File: src/rtl/router_fsm_np_if.sv
// Handshake bundle between the input register block, the router
// control FSM and the synchronizer/FIFO bank.
interface router_fsm_np_if #(
  parameter int N_PORTS = 3,
  parameter int ADDR_W  = 2
);
  logic               pkt_valid;
  logic [ADDR_W-1:0]  data_in;
  logic               fifo_full;
  logic [N_PORTS-1:0] fifo_empty;
  logic [N_PORTS-1:0] soft_reset;
  logic               parity_done;
  logic               low_packet_valid;

  logic               write_enb_reg;
  logic               detect_add;
  logic               ld_state;
  logic               laf_state;
  logic               lfd_state;
  logic               full_state;
  logic               rst_int_reg;
  logic               busy;
  logic               drop_state;
  logic [ADDR_W-1:0]  addr_reg;
  logic               timeout_err;

  modport master (
    output pkt_valid, data_in, fifo_full, fifo_empty,
    output soft_reset, parity_done, low_packet_valid,
    input  write_enb_reg, detect_add, ld_state, laf_state,
    input  lfd_state, full_state, rst_int_reg, busy,
    input  drop_state, addr_reg, timeout_err
  );

  modport slave (
    input  pkt_valid, data_in, fifo_full, fifo_empty,
    input  soft_reset, parity_done, low_packet_valid,
    output write_enb_reg, detect_add, ld_state, laf_state,
    output lfd_state, full_state, rst_int_reg, busy,
    output drop_state, addr_reg, timeout_err
  );
endinterface

File: src/rtl/router_fsm_np.sv
// N-port router control FSM: latched header address, invalid-port
// drop and bounded wait-for-empty with a timeout pulse.
module router_fsm_np #(
  parameter int N_PORTS    = 3,
  parameter int ADDR_W     = 2,
  parameter int WAIT_LIMIT = 16,
  parameter int CNT_W      = 5
) (
  input logic             clock,
  input logic             resetn,
  router_fsm_np_if.slave  bus
);
  localparam int NA = 2 ** ADDR_W;

  localparam logic [3:0] DECODE_ADDRESS     = 4'd0;
  localparam logic [3:0] LOAD_FIRST_DATA    = 4'd1;
  localparam logic [3:0] LOAD_DATA          = 4'd2;
  localparam logic [3:0] WAIT_TILL_EMPTY    = 4'd3;
  localparam logic [3:0] LOAD_PARITY        = 4'd4;
  localparam logic [3:0] CHECK_PARITY_ERROR = 4'd5;
  localparam logic [3:0] FIFO_FULL_STATE    = 4'd6;
  localparam logic [3:0] LOAD_AFTER_FULL    = 4'd7;
  localparam logic [3:0] DROP_PACKET        = 4'd8;

  logic [3:0]        ps_q, ns_d, nxt;
  logic [ADDR_W-1:0] addr_q, addr_d;
  logic [CNT_W-1:0]  cnt_q, cnt_d;
  logic              tmo_q, tmo_d;
  logic              lim_hit;

  // Pad per-port vectors to the full address space so any
  // address indexes safely; missing ports read as 0.
  logic [NA-1:0] empty_pad, srst_pad, valid_pad;
  assign empty_pad = NA'(bus.fifo_empty);
  assign srst_pad  = NA'(bus.soft_reset);
  assign valid_pad = NA'({N_PORTS{1'b1}});

  assign lim_hit = (WAIT_LIMIT != 0) &&
                   (cnt_q == CNT_W'(WAIT_LIMIT - 1));

  always_comb begin
    nxt = ps_q;
    case (ps_q)
      DECODE_ADDRESS: begin
        if (bus.pkt_valid) begin
          if (!valid_pad[bus.data_in])
            nxt = DROP_PACKET;
          else if (empty_pad[bus.data_in])
            nxt = LOAD_FIRST_DATA;
          else
            nxt = WAIT_TILL_EMPTY;
        end
      end
      LOAD_FIRST_DATA: nxt = LOAD_DATA;
      LOAD_DATA: begin
        if (bus.fifo_full)
          nxt = FIFO_FULL_STATE;
        else if (!bus.pkt_valid)
          nxt = LOAD_PARITY;
      end
      WAIT_TILL_EMPTY: begin
        if (empty_pad[addr_q])
          nxt = LOAD_FIRST_DATA;
        else if (lim_hit)
          nxt = DROP_PACKET;
      end
      LOAD_PARITY: nxt = CHECK_PARITY_ERROR;
      CHECK_PARITY_ERROR:
        nxt = bus.fifo_full ? FIFO_FULL_STATE
                            : DECODE_ADDRESS;
      FIFO_FULL_STATE:
        if (!bus.fifo_full) nxt = LOAD_AFTER_FULL;
      LOAD_AFTER_FULL: begin
        if (bus.parity_done)
          nxt = DECODE_ADDRESS;
        else if (bus.low_packet_valid)
          nxt = LOAD_PARITY;
        else
          nxt = LOAD_DATA;
      end
      DROP_PACKET:
        if (!bus.pkt_valid) nxt = DECODE_ADDRESS;
      default: nxt = DECODE_ADDRESS;
    endcase
  end

  always_comb begin
    ns_d = nxt;
    if (ps_q != DECODE_ADDRESS && srst_pad[addr_q])
      ns_d = DECODE_ADDRESS;
    addr_d = addr_q;
    if (ps_q == DECODE_ADDRESS && bus.pkt_valid)
      addr_d = bus.data_in;
    cnt_d = '0;
    if (ps_q == WAIT_TILL_EMPTY && ns_d == WAIT_TILL_EMPTY)
      cnt_d = cnt_q + CNT_W'(1);
    tmo_d = (ps_q == WAIT_TILL_EMPTY) &&
            (ns_d == DROP_PACKET);
  end

  always_ff @(posedge clock) begin
    if (!resetn) begin
      ps_q   <= DECODE_ADDRESS;
      addr_q <= '0;
      cnt_q  <= '0;
      tmo_q  <= 1'b0;
    end else begin
      ps_q   <= ns_d;
      addr_q <= addr_d;
      cnt_q  <= cnt_d;
      tmo_q  <= tmo_d;
    end
  end

  assign bus.detect_add  = ps_q == DECODE_ADDRESS;
  assign bus.lfd_state   = ps_q == LOAD_FIRST_DATA;
  assign bus.ld_state    = ps_q == LOAD_DATA;
  assign bus.laf_state   = ps_q == LOAD_AFTER_FULL;
  assign bus.full_state  = ps_q == FIFO_FULL_STATE;
  assign bus.rst_int_reg = ps_q == CHECK_PARITY_ERROR;
  assign bus.drop_state  = ps_q == DROP_PACKET;

  assign bus.write_enb_reg = (ps_q == LOAD_DATA) ||
                             (ps_q == LOAD_PARITY) ||
                             (ps_q == LOAD_AFTER_FULL);

  assign bus.busy = (ps_q == LOAD_FIRST_DATA) ||
                    (ps_q == WAIT_TILL_EMPTY) ||
                    (ps_q == LOAD_PARITY) ||
                    (ps_q == CHECK_PARITY_ERROR) ||
                    (ps_q == FIFO_FULL_STATE) ||
                    (ps_q == LOAD_AFTER_FULL);

  assign bus.addr_reg    = addr_q;
  assign bus.timeout_err = tmo_q;
endmodule

File: src/flat_wrapper.sv
// flat-port wrapper written by rule: the top's interface ports become plain ports
module router_fsm_np_flat 
#(
  parameter int N_PORTS    = 3,
  parameter int ADDR_W     = 2,
  parameter int WAIT_LIMIT = 16,
  parameter int CNT_W      = 5
)
  (clock, resetn, bus_pkt_valid, bus_data_in, bus_fifo_full, bus_fifo_empty, bus_soft_reset, bus_parity_done, bus_low_packet_valid, bus_write_enb_reg, bus_detect_add, bus_ld_state, bus_laf_state, bus_lfd_state, bus_full_state, bus_rst_int_reg, bus_busy, bus_drop_state, bus_addr_reg, bus_timeout_err);
  router_fsm_np_if #(.N_PORTS(N_PORTS), .ADDR_W(ADDR_W)) bus_i ();
  input logic clock;
  input logic resetn;
  input wire logic [$bits(bus_i.pkt_valid)-1:0] bus_pkt_valid;
  input wire logic [$bits(bus_i.data_in)-1:0] bus_data_in;
  input wire logic [$bits(bus_i.fifo_full)-1:0] bus_fifo_full;
  input wire logic [$bits(bus_i.fifo_empty)-1:0] bus_fifo_empty;
  input wire logic [$bits(bus_i.soft_reset)-1:0] bus_soft_reset;
  input wire logic [$bits(bus_i.parity_done)-1:0] bus_parity_done;
  input wire logic [$bits(bus_i.low_packet_valid)-1:0] bus_low_packet_valid;
  output wire logic [$bits(bus_i.write_enb_reg)-1:0] bus_write_enb_reg;
  output wire logic [$bits(bus_i.detect_add)-1:0] bus_detect_add;
  output wire logic [$bits(bus_i.ld_state)-1:0] bus_ld_state;
  output wire logic [$bits(bus_i.laf_state)-1:0] bus_laf_state;
  output wire logic [$bits(bus_i.lfd_state)-1:0] bus_lfd_state;
  output wire logic [$bits(bus_i.full_state)-1:0] bus_full_state;
  output wire logic [$bits(bus_i.rst_int_reg)-1:0] bus_rst_int_reg;
  output wire logic [$bits(bus_i.busy)-1:0] bus_busy;
  output wire logic [$bits(bus_i.drop_state)-1:0] bus_drop_state;
  output wire logic [$bits(bus_i.addr_reg)-1:0] bus_addr_reg;
  output wire logic [$bits(bus_i.timeout_err)-1:0] bus_timeout_err;
  assign bus_i.pkt_valid = bus_pkt_valid;
  assign bus_i.data_in = bus_data_in;
  assign bus_i.fifo_full = bus_fifo_full;
  assign bus_i.fifo_empty = bus_fifo_empty;
  assign bus_i.soft_reset = bus_soft_reset;
  assign bus_i.parity_done = bus_parity_done;
  assign bus_i.low_packet_valid = bus_low_packet_valid;
  assign bus_write_enb_reg = bus_i.write_enb_reg;
  assign bus_detect_add = bus_i.detect_add;
  assign bus_ld_state = bus_i.ld_state;
  assign bus_laf_state = bus_i.laf_state;
  assign bus_lfd_state = bus_i.lfd_state;
  assign bus_full_state = bus_i.full_state;
  assign bus_rst_int_reg = bus_i.rst_int_reg;
  assign bus_busy = bus_i.busy;
  assign bus_drop_state = bus_i.drop_state;
  assign bus_addr_reg = bus_i.addr_reg;
  assign bus_timeout_err = bus_i.timeout_err;
  router_fsm_np #(.N_PORTS(N_PORTS), .ADDR_W(ADDR_W), .WAIT_LIMIT(WAIT_LIMIT), .CNT_W(CNT_W)) u_core (.clock(clock), .resetn(resetn), .bus(bus_i));
endmodule
File: config.mk
export PLATFORM = sky130hd
export DESIGN_NAME = router_fsm_np_flat
export DESIGN_NICKNAME = d
export VERILOG_FILES = /design/src/rtl/router_fsm_np_if.sv /design/src/rtl/router_fsm_np.sv /design/src/flat_wrapper.sv
export SDC_FILE = /design/constraint.sdc
export NUM_CORES = 1
export LEC_CHECK = 0
export ABC_AREA = 1
export BUFFER_PORTS_ARGS = -buffer_cell sky130_fd_sc_hd__buf_2
export CAP_MARGIN = 10
export CORE_MARGIN = 2
export CORE_UTILIZATION = 43
export DETAILED_ROUTE_END_ITERATION = 16
export GPL_TIMING_DRIVEN = 1
export HOLD_SLACK_MARGIN = 0.05
export PLACE_DENSITY = 0.72
export SYNTH_ARGS = -nofsm -noshare
export SYNTH_HDL_FRONTEND = slang
export SYNTH_SLANG_ARGS = --single-unit
export TNS_END_PERCENT = 20
File: constraint.sdc
create_clock -name clock -period 1.3 [get_ports clock]
set_input_delay 0 -clock clock [delete_from_list [all_inputs] [get_ports clock]]
set_output_delay 0 -clock clock [all_outputs]
set_load 0.005 [all_outputs]
* After elaboration in Yosys (flattened, before gate mapping)
Index checks and enable logic that the tools add are counted.
W data, S select, Z words.
** Word-level totals
- Logic and storage cells :: 54
- Output and inout port bits :: 12
- Register bits after elaboration :: 12
- Bits of input ports :: 14
** Cells by class
- Add/subtract/negate cells :: 1
- Reductions and logical operators :: 14
- Order comparisons :: 2
- Mux-type cells :: 22
- Eq/ne operators :: 11
** Operators with widths (number)
- $mux W4 :: 10
- $pmux W4 S9 :: 1
- $eq A4 B3 Y1 const B :: 4
- $eq A4 B2 Y1 const B :: 3
- $bmux W1 S2 :: 4
- $eq A4 B4 Y1 const B :: 2
- $logic_or A1 B1 Y1 :: 7
- $lt A2 B3 Y1 const B :: 2
- $mux W3 :: 2
- $add A5 B1 Y5 const B :: 1
- $eq A5 B4 Y1 const B :: 1
- $eq A4 B1 Y1 const B :: 1
- $logic_and A1 B1 Y1 :: 4
- $logic_not A4 Y1 :: 1
- $mux W1 :: 4
- $reduce_bool A4 Y1 :: 1
- $mux W2 :: 1
- $reduce_and A2 Y1 :: 1

* Depth between registers and ports, before layout
Gate-level depths: netlist of run 1.
- Word-level depth :: 10
- Mapped depth :: 8
- Mapped depth without buffers :: 8

* Worst setup path before layout of run 1
No wires, ideal clock.
- Kind :: flip-flop to flip-flop
- Start :: reg u_core.cnt_q[0]
- End :: reg u_core.cnt_q[0]
- Path buffers :: 0
- Cell stages (with the launch flop) :: 9
- Setup slack :: -87 ps
- Arrival time :: 1324 ps
- Cell sequence :: dfxtp_1 ha_1 and3_1 ha_1 inv_1 nand4_1 nand3_2 nand3_4 nor2_2
** On the way
- Longest elaborated chain between the ends :: 8
- Elaborated cells on any way between the ends :: 9
- Those cells by class :: add/sub (1); eq/ne (2); mux (4); reduce/logical (2)
** Ends and longest elaborated chain
- from (decl) :: line router_fsm_np.sv:27 : logic [CNT_W-1:0] cnt_q, cnt_d;
- from (signal assigned) :: line router_fsm_np.sv:110 : cnt_q <= cnt_d;
- $eq A5 B4 Y1 :: line router_fsm_np.sv:39 : (cnt_q == CNT_W'(WAIT_LIMIT - 1));
- $mux W4 :: line router_fsm_np.sv:64 : else if (lim_hit)
- $mux W4 :: line router_fsm_np.sv:62 : if (empty_pad[addr_q])
- $pmux W4 S9 :: line router_fsm_np.sv:43 : case (ps_q)
- $mux W4 :: line router_fsm_np.sv:89 : if (ps_q != DECODE_ADDRESS && srst_pad[addr_q])
- $eq A4 B2 Y1 :: line router_fsm_np.sv:95 : if (ps_q == WAIT_TILL_EMPTY && ns_d == WAIT_TILL_EMPTY)
- $logic_and A1 B1 Y1 :: line router_fsm_np.sv:95
- $reduce_and A2 Y1 (no line)
Parallel ways exist; a longest one is shown, timed or not.
A chain may end at the register's enable or synchronous reset.

* Worst setup path after layout of run 1
- Start :: reg u_core.cnt_q[1]
- End :: reg u_core.cnt_q[2]
The elaborated chain is that of the path after synthesis.

==> flow_metrics.py, run 1 <==
metrics = {
    "outcome": {
        "status": "complete, but fails checks",
        "violations": "negative setup slack",
    },
    "timing": {
        "max-slew-margin-rel_pct": 82.9,
        "fin_ws_ns": -0.0500,
        "hold_ws_ns": 0.0806,
        "worstMarginPinSlew_ns": 0.255,
        "fin_crit_ns": 1.35,
        "slew_viol_final": 0,
        "rsz0062_at_grt": "yes",
        "hold_viol": 0,
        "fmax_mhz": 741,
        "clock-skew-final_ns": 0.00332,
        "finalSetupViolations": 5,
        "post-route-period-util_pct": 104,
    },
    "clock_tree": {
        "root_buffer": "clkbuf_4",
        "cts_tree": "yes",
        "max-clock-path-buffers": 2,
        "clkSinkCount": 12,
        "htree_levels": 1,
        "post_cts_buffers": 0,
        "clk_latency_ns": 0.26,
        "cts_inserted_buffers": 3,
        "clk_pin_slew_ns": 0.07,
    },
    "routing": {
        "routedWlPerCell_um": 9.85,
        "first_iter_violations": 10,
        "postRouteAntennaNets": 0,
        "vias": 834,
        "viasPerCell": 4.74,
        "drt-total-wl_um": 1730,
        "drt-pass1-iter-count": 4,
        "drc": 0,
    },
    "finish": {
        "layout_commonest_cell": "buf_2",
        "largest_reg_flops": 5,
        "drive_gt1_share_pct": 41.1,
        "area_delta_synth_final_pct": 35.7,
        "diodes": 0,
        "most-common-layout-cells": "buf_2, nand2_1, inv_1",
        "fin_nets": 168,
        "final_area_um2": 1060,
        "fillCellCount": 168,
    },
    "placed_design": {
        "place_area_um2": 1000,
        "gp_congestion": 0.808,
        "port_buffers": 25,
        "dp_hpwl_um": 1510,
    },
    "floorplan": {
        "pin_count": 26,
        "initial_core_util_pct": 45.7,
        "die_w_um": 46.6,
        "die-area_um2": 2170,
        "core_um2": 1710,
        "rows": 15,
        "die_y_um": 46.6,
    },
    "power_and_ir_drop": {
        "peakVddDrop_v": 0.000805,
        "power.density_nw_per_um2": 1380,
        "p_leak_uw": 0.000525,
    },
    "yosys": {
        "synth.distinct_cells": 24,
        "netlist_instances": 117,
        "avgSynthCellArea_um2": 6.67,
        "synth-seq-area-share_pct": 30.8,
        "synth_seq_cells": 12,
        "netlist_area_um2": 781,
        "synth_warnings": 0,
        "synth.net_count": 133,
    },
    "global_routing": {
        "grt_max_degree": 8,
        "track_usage_pct": 18.1,
        "grt_pass1_wl_um": 2860,
        "gr-total-overflow": 0,
        "grt_pass1_vias": 768,
        "antenna_found_initial": 0,
    },
    "critical_path": {
        "critical_path.startpoint": "u_core.cnt_q[1]",
        "worstPathArrival_ns": 1.56,
        "cp_max_fo": 5,
        "path_class": "reg -> reg",
        "worst_setup_path_start_kind": "register",
        "r2r_start": "u_core.cnt_q[1]",
        "end_kind": "register",
        "cp.required_ns": 1.51,
    },
    "run": {
        "drv_cap": 0,
    },
    "min_path": {
        "worst_hold_path_type": "in -> reg",
        "min_from": "bus_data_in[1]",
    },
}
## stage by stage
stage | std cells | power, uW | setup TNS, ns | util [%] | setup WS [ns]
global route | 176 | 1600 | -0.851 | 62.1 | -0.147
floorplan | 117 | 941 | -0.00562 | - | -0.00562
finish | 176 | 1470 | -0.227 | 62.1 | -0.0500
global placement | 171 | 1160 | -0.0586 | 58.5 | -0.0251
detailed placement | 171 | 1160 | -0.211 | 58.5 | -0.0576
CTS | 176 | 1460 | -0.292 | 61.4 | -0.0621
## cell usage after synthesis
master	count	area [um2]
a21oi_1	3	15.0
and3_1	2	12.5
clkinv_1	1	3.75
dfxtp_1	12	240
ha_1	2	25.0
inv_1	16	60.1
inv_2	5	18.8
nand2_1	21	78.8
nand2_2	1	6.26
nand3_1	11	55.1
nand3_2	1	10.0
nand3_4	1	17.5
nand3b_1	1	7.51
nand4_1	3	18.8
nor2_1	14	52.6
nor2_2	6	37.5
nor2_4	3	33.8
nor3_1	1	5.00
o211ai_1	1	7.51
o211ai_2	1	12.5
o21ai_0	8	40.0
o21ai_1	1	5.00
xnor2_1	1	8.76
xor2_1	1	8.76
## metal layers
layer	GRT usage [%]	part of all wire, %	vias up
li1	-	-	441
met1	22.7	47	367
met2	32.2	49	24
met3	1.18	3.5	2
met4	6.67	0.63	0
met5	0	0	-
## worst paths after layout
check                            to  slack, ns  cells past startpoint
max                 u_core.cnt_q[2]      -0.05                      8
min          u_core.bus.addr_reg[1]       0.08                      3
max reg2reg         u_core.cnt_q[2]      -0.05                      8
min reg2reg         u_core.cnt_q[0]       0.52                      2
## where the power goes
| group | total (uW) | internal (uW) | switching, uW |
|---|---|---|---|
| sequential | 488 | 425 | 62.4 |
| combinational | 693 | 262 | 431 |
| clock | 285 | 170 | 115 |
## kinds of logic after synthesis
group | after synthesis | synth area share [%]
compound gates | 14 | 10.3
buf+inv | 22 | 10.6
flops | 12 | 30.8
fa+ha+maj | 2 | 3.20
simple gates | 65 | 42.9
xor+xnor | 2 | 2.24
## timing repair
item	CTS	global route
endpoints found under the hold margin	5	0
hold buffers	1	0
endpoints found under the setup margin	8	13
pin swaps	2	2
gates resized for setup	2	6
## critical path, stage by stage (launching register included)
cell and delay (ns):
dfxtp_2 0.34, ha_4 0.15, and3_4 0.18, ha_4 0.16
inv_2 0.04, nand4_1 0.09, nand3_2 0.12, nand3_4 0.11
nor2_2 0.10
## final cells by class
cell class	instances	area (um2)	share of cell area (%)
Clock buffer	4	36.3	3.42
Inverter	22	82.6	7.79
Multi-Input combinational cell	83	498	47.0
Sequential cell	12	246	23.3
Tap cell	25	31.3	2.95
Timing Repair Buffer	30	165	15.6
No activity file was read; power rests on OpenSTA's default activity.
==> inputs of run 2 (changes only) <==
--- a/config.mk
+++ b/config.mk
@@ -14,6 +14,7 @@
 export GPL_TIMING_DRIVEN = 1
 export HOLD_SLACK_MARGIN = 0.05
 export PLACE_DENSITY = 0.72
+export RECOVER_POWER = 50
 export SYNTH_ARGS = -nofsm -noshare
 export SYNTH_HDL_FRONTEND = slang
 export SYNTH_SLANG_ARGS = --single-unit
==> constraint.sdc (replaced) <==
create_clock -name clock -period 1.3 [get_ports clock]
set_input_delay 0.26 -clock clock [delete_from_list [all_inputs] [get_ports clock]]
set_output_delay 0.26 -clock clock [all_outputs]
set_load 0.005 [all_outputs]
==> flow_metrics.py, run 2 (synthesis results as in run 1) <==
metrics = {
    "outcome": {
        "violations": "negative setup slack",
        "status": "complete, but fails checks",
    },
    "timing": {
        "rsz0062_at_grt": "yes",
        "hold_viol": 0,
        "fmax_mhz": 715,
        "fin_ws_ns": -0.0982,
        "hold_ws_ns": 0.259,
        "post-route-period-util_pct": 108,
        "finalSetupViolations": 12,
        "worstMarginPinSlew_ns": 0.256,
        "fin_setup_tns_ns": -0.551,
        "clock-skew-final_ns": 0.00207,
        "slew_viol_final": 0,
        "fin_crit_ns": 1.40,
        "max-slew-margin-rel_pct": 82.9,
    },
    "clock_tree": {
        "cts_tree": "yes",
        "cts_inserted_buffers": 3,
        "clkSinkCount": 12,
        "max-clock-path-buffers": 2,
        "htree_levels": 1,
        "clk_pin_slew_ns": 0.07,
        "clk_latency_ns": 0.26,
        "root_buffer": "clkbuf_4",
        "postCtsHoldBufs": 0,
    },
    "power_and_ir_drop": {
        "p_leak_uw": 0.000543,
        "p_clk_share_pct": 18.5,
        "peakVddDrop_v": 0.000835,
        "p_switching_uw": 628,
        "seqPwrFrac_pct": 32.7,
        "internal-power_uw": 905,
        "p_sw_share_pct": 41.0,
        "power.density_nw_per_um2": 1390,
        "pwr-share-comb_pct": 48.8,
    },
    "finish": {
        "layout_commonest_cell": "buf_2",
        "area_delta_synth_final_pct": 41.7,
        "post_layout_nonfiller_instances": 179,
        "largest_reg_flops": 5,
        "most-common-layout-cells": "buf_2, nand2_1, inv_1",
        "drive_gt1_share_pct": 46.1,
        "fin_nets": 171,
        "final_area_um2": 1110,
        "diodes": 0,
    },
    "critical_path": {
        "cp_top_family": "flip-flops",
        "rr_worst_depth": 8,
        "crit_slowest_cell": "dfxtp_2",
        "worst_setup_path_start_kind": "register",
        "cp.required_ns": 1.04,
        "cp.depth": 7,
        "path_class": "reg -> out",
        "cp_max_fo": 3,
        "end_kind": "output port",
        "worstPathArrival_ns": 1.14,
        "slowest_delay_ns": 0.36,
        "path_buf_inv": 3,
        "path_cells": "inv_2 -> nor2_4 -> inv_2 -> nor2_4 -> nor2_1 -> nand2_1 -> buf_2",
    },
    "run": {
        "drv_cap": 0,
    },
    "routing": {
        "postRouteAntennaNets": 0,
        "vias": 843,
        "drc": 0,
        "viasPerCell": 4.71,
        "drt-total-wl_um": 1740,
        "first_iter_violations": 11,
        "drt-pass1-iter-count": 4,
        "routedWlPerCell_um": 9.74,
    },
    "floorplan": {
        "pin_count": 26,
        "core_um2": 1710,
        "die_y_um": 46.6,
        "die-area_um2": 2170,
        "die_w_um": 46.6,
        "rows": 15,
        "initial_core_util_pct": 45.7,
    },
    "min_path": {
        "min_path_cells": 3,
        "worst_hold_path_type": "in -> reg",
    },
    "global_routing": {
        "grt_pass1_vias": 761,
        "track_usage_pct": 18.0,
        "gr-total-overflow": 0,
        "grt_pass1_wl_um": 2840,
        "antenna_found_initial": 0,
        "grt_max_degree": 8,
    },
    "placed_design": {
        "placed_cells": 171,
        "port_buffers": 25,
        "post-place-ws_ns": -0.0576,
        "dp_hpwl_um": 1510,
        "gp_congestion": 0.808,
        "place_area_um2": 1000,
    },
}
[run 2: area by class of cell]
cell class                      count  area (um2)
Fill cell                         158         602
Multi-Input combinational cell     83         512
Sequential cell                    12         253
Timing Repair Buffer               33         191
Inverter                           22        82.6
Clock buffer                        4        36.3
Tap cell                           25        31.3
[run 2: routing by layer]
layer  wire [um]  global-route usage [%]  vias to the layer above
met5           0                       0                        -
met4          11                    6.67                        0
met3          76                    1.18                        2
met2         860                    32.2                       23
met1         794                    22.2                      369
li1            -                       -                      449
[run 2: path summary, 6_finish.rpt]
path	to	slack [ns]	from
max	bus_write_enb_reg	-0.1	u_core.ps_q[2]
min reg2reg	u_core.cnt_q[0]	0.52	u_core.cnt_q[0]
min	u_core.bus.addr_reg[0]	0.26	resetn
max reg2reg	u_core.cnt_q[2]	-0.04	u_core.cnt_q[1]
[run 2: stage by stage]
stage / total power [uW] / util (%)
4_1_cts: 1530 / 64.1
3_3_place_gp: 1160 / 58.5
3_5_place_dp: 1160 / 58.5
2_1_floorplan: 941 / -
6_report: 1530 / 64.8
5_1_grt: 1670 / 64.8
[run 2: power by group through the flow]
stage	Clock, uW	Sequential, uW	Combinational, uW
floorplan	0	479	462
global placement	0	484	677
detailed placement	0	485	677
CTS	294	498	740
global route	308	514	852
finish	283	502	749
[run 2: what timing repair did]
action / 4_1_cts / 5_1_grt
resized for setup: 13 / 5
pin swaps: 5 / 3
setup buffers: 4 / 0
endpoints found under the setup margin: 16 / 19
[run 2: tightest hold or removal path, stage by stage]
cell,delay (ns)
buf_2,0.11
o21ai_0,0.07
a21oi_1,0.04
